### config.mk
export PLATFORM = sky130hd
export DESIGN_NAME = next_pc_predictor
export DESIGN_NICKNAME = d
export VERILOG_FILES = /design/src/rtl/next_pc_predictor.sv
export SDC_FILE = /design/constraint.sdc
export NUM_CORES = 1
export LEC_CHECK = 0
export BUFFER_PORTS_ARGS = -buffer_cell sky130_fd_sc_hd__buf_2
export CORE_MARGIN = 2
export CORE_UTILIZATION = 58
export DETAILED_ROUTE_END_ITERATION = 7
export PLACE_DENSITY = 0.76
export SLEW_MARGIN = 20
export SYNTH_ARGS = -nofsm -noshare
export SYNTH_HDL_FRONTEND = slang
export SYNTH_SLANG_ARGS = --single-unit
### constraint.sdc
create_clock -name clk -period 8.7 [get_ports clk]
set_input_delay 2.175 -clock clk [delete_from_list [all_inputs] [get_ports clk]]
set_output_delay 2.175 -clock clk [all_outputs]
set_load 0.05 [all_outputs]
### src/rtl/next_pc_predictor.sv
// Fetch-stage next-PC generator: owns the fetch PC, predicts redirects from a
// direct-mapped BTB with 2-bit direction counters, and trains on execute outcomes.
module next_pc_predictor #(
    parameter int unsigned    XLEN        = 32,
    parameter int unsigned    BTB_ENTRIES = 16,
    parameter logic [XLEN-1:0] RESET_PC   = '0
) (
    input  logic            clk,
    input  logic            rst,
    input  logic            stall,
    output logic [XLEN-1:0] pc,
    output logic [XLEN-1:0] pc_plus4,
    output logic            pred_taken,
    output logic [XLEN-1:0] pred_target,
    input  logic            ex_valid,
    input  logic [XLEN-1:0] ex_pc,
    input  logic            ex_is_branch,
    input  logic            ex_is_jal,
    input  logic            ex_is_jalr,
    input  logic            ex_taken,
    input  logic [XLEN-1:0] ex_target,
    input  logic            ex_pred_taken,
    input  logic [XLEN-1:0] ex_pred_target,
    output logic            redirect,
    output logic [XLEN-1:0] redirect_pc
);

    localparam int unsigned IDX   = $clog2(BTB_ENTRIES);
    localparam int unsigned TAG_W = XLEN - IDX - 2;

    logic [BTB_ENTRIES-1:0] valid_q;
    logic [TAG_W-1:0]       tag_q    [BTB_ENTRIES];
    logic [XLEN-1:0]        target_q [BTB_ENTRIES];
    logic [1:0]             ctr_q    [BTB_ENTRIES];

    logic [IDX-1:0]   fetch_idx;
    logic [TAG_W-1:0] fetch_tag;
    logic             fetch_hit;
    logic [IDX-1:0]   ex_idx;
    logic [TAG_W-1:0] ex_tag;
    logic             ex_hit;
    logic [XLEN-1:0]  correct_target;
    logic             mispredict;

    logic             wr_en;
    logic             wr_alloc;
    logic             wr_target;
    logic [1:0]       wr_ctr;

    // Bit 0 of the ALU target is never part of a fetch address.
    logic unused_bits;
    assign unused_bits = ex_target[0];

    assign fetch_idx      = pc[IDX+1:2];
    assign fetch_tag      = pc[XLEN-1:IDX+2];
    assign ex_idx         = ex_pc[IDX+1:2];
    assign ex_tag         = ex_pc[XLEN-1:IDX+2];
    assign correct_target = {ex_target[XLEN-1:1], 1'b0};
    assign pc_plus4       = pc + XLEN'(4);

    // Fetch lookup reads pre-write BTB contents.
    always_comb begin
        fetch_hit   = valid_q[fetch_idx] && (tag_q[fetch_idx] == fetch_tag);
        pred_taken  = fetch_hit && ctr_q[fetch_idx][1];
        pred_target = target_q[fetch_idx];
    end

    // Mispredict detection and recovery address.
    always_comb begin
        mispredict  = ex_valid && ((ex_pred_taken != ex_taken) ||
                      (ex_taken && (ex_pred_target != correct_target)));
        redirect    = mispredict && !rst;
        redirect_pc = ex_taken ? correct_target : ex_pc + XLEN'(4);
    end

    // Training decision for the entry indexed by ex_pc.
    always_comb begin
        ex_hit    = valid_q[ex_idx] && (tag_q[ex_idx] == ex_tag);
        wr_en     = 1'b0;
        wr_alloc  = 1'b0;
        wr_target = 1'b0;
        wr_ctr    = ctr_q[ex_idx];
        if (ex_valid && !rst) begin
            if (ex_hit) begin
                if (ex_is_branch) begin
                    wr_en     = 1'b1;
                    wr_target = ex_taken;
                    if (ex_taken) begin
                        wr_ctr = (ctr_q[ex_idx] == 2'd3) ? 2'd3 : ctr_q[ex_idx] + 2'd1;
                    end else begin
                        wr_ctr = (ctr_q[ex_idx] == 2'd0) ? 2'd0 : ctr_q[ex_idx] - 2'd1;
                    end
                end else if (ex_is_jal || ex_is_jalr) begin
                    wr_en     = 1'b1;
                    wr_target = 1'b1;
                    wr_ctr    = 2'd3;
                end
            end else if (ex_taken) begin
                wr_en     = 1'b1;
                wr_alloc  = 1'b1;
                wr_target = 1'b1;
                wr_ctr    = ex_is_branch ? 2'd2 : 2'd3;
            end
        end
    end

    // Valid bits are the only BTB state cleared by reset.
    always_ff @(posedge clk) begin
        if (rst) begin
            valid_q <= '0;
        end else if (wr_alloc) begin
            valid_q[ex_idx] <= 1'b1;
        end
    end

    // BTB payload update; contents are don't-care until the entry is valid.
    always_ff @(posedge clk) begin
        if (wr_en) begin
            ctr_q[ex_idx] <= wr_ctr;
        end
        if (wr_target) begin
            target_q[ex_idx] <= correct_target;
        end
        if (wr_alloc) begin
            tag_q[ex_idx] <= ex_tag;
        end
    end

    // Fetch PC: reset, then redirect, then stall, then prediction, then sequential.
    always_ff @(posedge clk) begin
        if (rst) begin
            pc <= RESET_PC;
        end else if (redirect) begin
            pc <= redirect_pc;
        end else if (!stall) begin
            pc <= pred_taken ? pred_target : pc_plus4;
        end
    end

endmodule

==> qor.csv <==
metric;value;unit
cts_buffers;98;
path_clk_slew;60;ps
yosysTopAreaCell;edfxtp_1;
place_hpwl;79600;µm
grt_overflow_total;0;
cts_tree;built;
htree_levels;3;
seq_area_frac_synth;66.6;%
ys_top_cells_by_area;edfxtp_1 64%, mux4_2 21%, dfxtp_1 2.4%;
grt_pass1_vias;26100;
cts-root-buf;clkbuf_16;
synth_edf_count;944;
vias;25900;
fmax;0.136;GHz
finalClockSkew;69.1;ps
slew_headroom;20.6;%
setup_viol;0;
grt_max_degree;125;
die_x;280;µm
die_h;280;µm
cap_violations;0;
fin_crit;7350;ps
drive_gt1_share;34.2;%
synth-seq-cells;996;
power_density;223;nW/µm²
path_buf_inv;2;
avgViaCountPerCell;7.19;
dp.cells;3414;
ys.flop_type;edfxtp_1;
leakage;16.0;nW
cts_buffer_depth;3;
p_total;11.1;mW
synth_cell_types;61;
min_period_over_period;84.4;%
cts_num_sinks;996;
peakVddDrop;0.219;mV
rows;101;
dr.pass1.iters;6;
cp_top_family;simple AND/OR/NAND/NOR gates;
grt_pass1_wl;184000;µm
postRouteAntennaNets;0;
port_buffers;232;
routedWlPerCell;36.2;µm
io_pins;235;
end_kind;primary output;
fin_area;50100;µm²
holdWs;476;ps
tightestPinTransition;1190;ps
final_core_util;66.2;%
drv_slew;0;
nNetsFinal;2646;
cp_max_fo;44;
synth_area;44100;µm²
drtIter0Drc;4084;
preCtsSetupSlack;1300;ps
core_area;75600;µm²
final_cells;3602;
gp_congestion;0.926;
cp_data_arrival_time;5170;ps
hold_buffers;0;
die_area;78300;µm²
syn_nets;2406;
fin_ws;1350;ps
clk_latency;690;ps
netlist_instances;2296;
crit_type;input port to primary output;
initial_core_util;58.4;%
synthArstFlopShare;0;%
yosysTopAreaCellShare;64.2;%
cts_setup_buffers;0;
post_cts_resized;0;
track_usage;33.6;%
hp-class;register to register;
setup_tns;0;ps
rsz0062_at_grt;false;
placed_area;46700;µm²
syn_to_final_growth;13.5;%
drt-total-wl;130000;µm
slowest_delay;450;ps
hold_viol;0;
drc;0;
ys.warnings.count;0;
outcome;finished clean;
antenna_found_initial;8;
postSynthAreaPerCell;19.2;µm²
cp_slowest_cell;ha_1;
crit_required;6530;ps
start_kind;input port;
path_cells;clkbuf_8, ha_1, nand4_1, nor4_1, nand2b_1, nor2_1, nand2_1, xor2_1, o21ai_0, buf_2;
-- power breakdown --
| part | internal [mW] | switching, mW |
|---|---|---|
| sequential | 5.29 | 0.0930 |
| clock | 2.54 | 1.85 |
| combinational | 0.495 | 0.874 |
| total | 8.32 | 2.82 |
-- routing by layer --
metal | up-vias | track usage, % | share of wire (%)
met2 | 2238 | 52.2 | 47
met3 | 361 | 9.38 | 14
met4 | 6 | 15.5 | 5.0
li1 | 10100 | - | -
met5 | - | 0 | 0.030
met1 | 13300 | 44.8 | 34
-- cells in the final DEF, fill, tap and decap left out, types with 8 or more instances in the layout --
cell | synthesis | final
edfxtp_1 | 944 | 944
xor2_1 | 52 | 52
a22o_1 | 8 | 8
inv_1 | 23 | 22
nand3_1 | 43 | 43
buf_12 | 0 | 20
a221oi_1 | 11 | 11
nor3_2 | 0 | 15
xnor2_1 | 85 | 85
a31oi_1 | 8 | 8
nand2_1 | 93 | 93
buf_4 | 14 | 43
a21oi_1 | 19 | 19
clkbuf_1 | 77 | 21
a32oi_1 | 12 | 12
nor2b_1 | 9 | 9
clkbuf_16 | 0 | 99
a21o_1 | 12 | 12
nor4_1 | 9 | 9
and3_1 | 17 | 13
o21ai_0 | 52 | 52
nand2b_1 | 8 | 8
dfxtp_1 | 52 | 48
o211ai_1 | 11 | 11
clkinv_2 | 0 | 16
bufinv_16 | 0 | 13
nor2_1 | 71 | 58
mux2i_1 | 76 | 76
buf_2 | 45 | 230
clkinv_1 | 3 | 17
nor2_4 | 0 | 13
nand4_1 | 34 | 34
mux4_2 | 404 | 404
-- cells in the mapped netlist, drive strengths merged, types with 25 or more instances --
master  number
nor2        71
mux4       404
xnor2       85
o21ai       52
dfxtp       52
nand3       43
nand2       93
inv         25
edfxtp     944
xor2        52
nand4       34
clkbuf      77
buf         77
mux2i       77
-- registers in the layout, summed over array words and instances (netlist names), named ones only --
| register | count |
|---|---|
| ctr_q | 32 |
| pc | 32 |
| tag_q | 416 |
| target_q | 496 |
| valid_q | 16 |
-- path summary, 6_finish.rpt --
path                    start              end  slack [ps]  depth (start not counted)
setup / recovery     ex_pc[2]  redirect_pc[28]        1350                         10
hold / removal    valid_q[11]      valid_q[11]         480                          1
setup reg to reg     register            pc[1]        3450                         14
hold reg to reg   valid_q[11]      valid_q[11]         480                          1
-- area by class of cell --
class | instances | area [µm²]
sequential | 996 | 29400
fill | 4809 | 25500
clock inverter | 56 | 732
timing repair buffer | 294 | 1890
antenna | 7 | 17.5
tap | 978 | 1220
multi-input combinational | 1118 | 14100
inverter | 28 | 106
clock buffer | 125 | 2630
-- cell families (layout without fill, tap and decap cells) --
group                    after synthesis  after routing  synth area share (%)
multiplexers                         483            483                  22.4
AND/OR/NAND/NOR                      323            323                  3.52
flip-flops                           996            996                  66.6
other                                  1              8               0.00850
AO/OA/AOI/OAI                        168            168                  2.62
XOR/XNOR                             137            137                  2.72
buffers and inverters                182            503                  1.93
adder cells (fa/ha/maj)                6              6                 0.164
No activity file was read; power rests on OpenSTA's default activity.
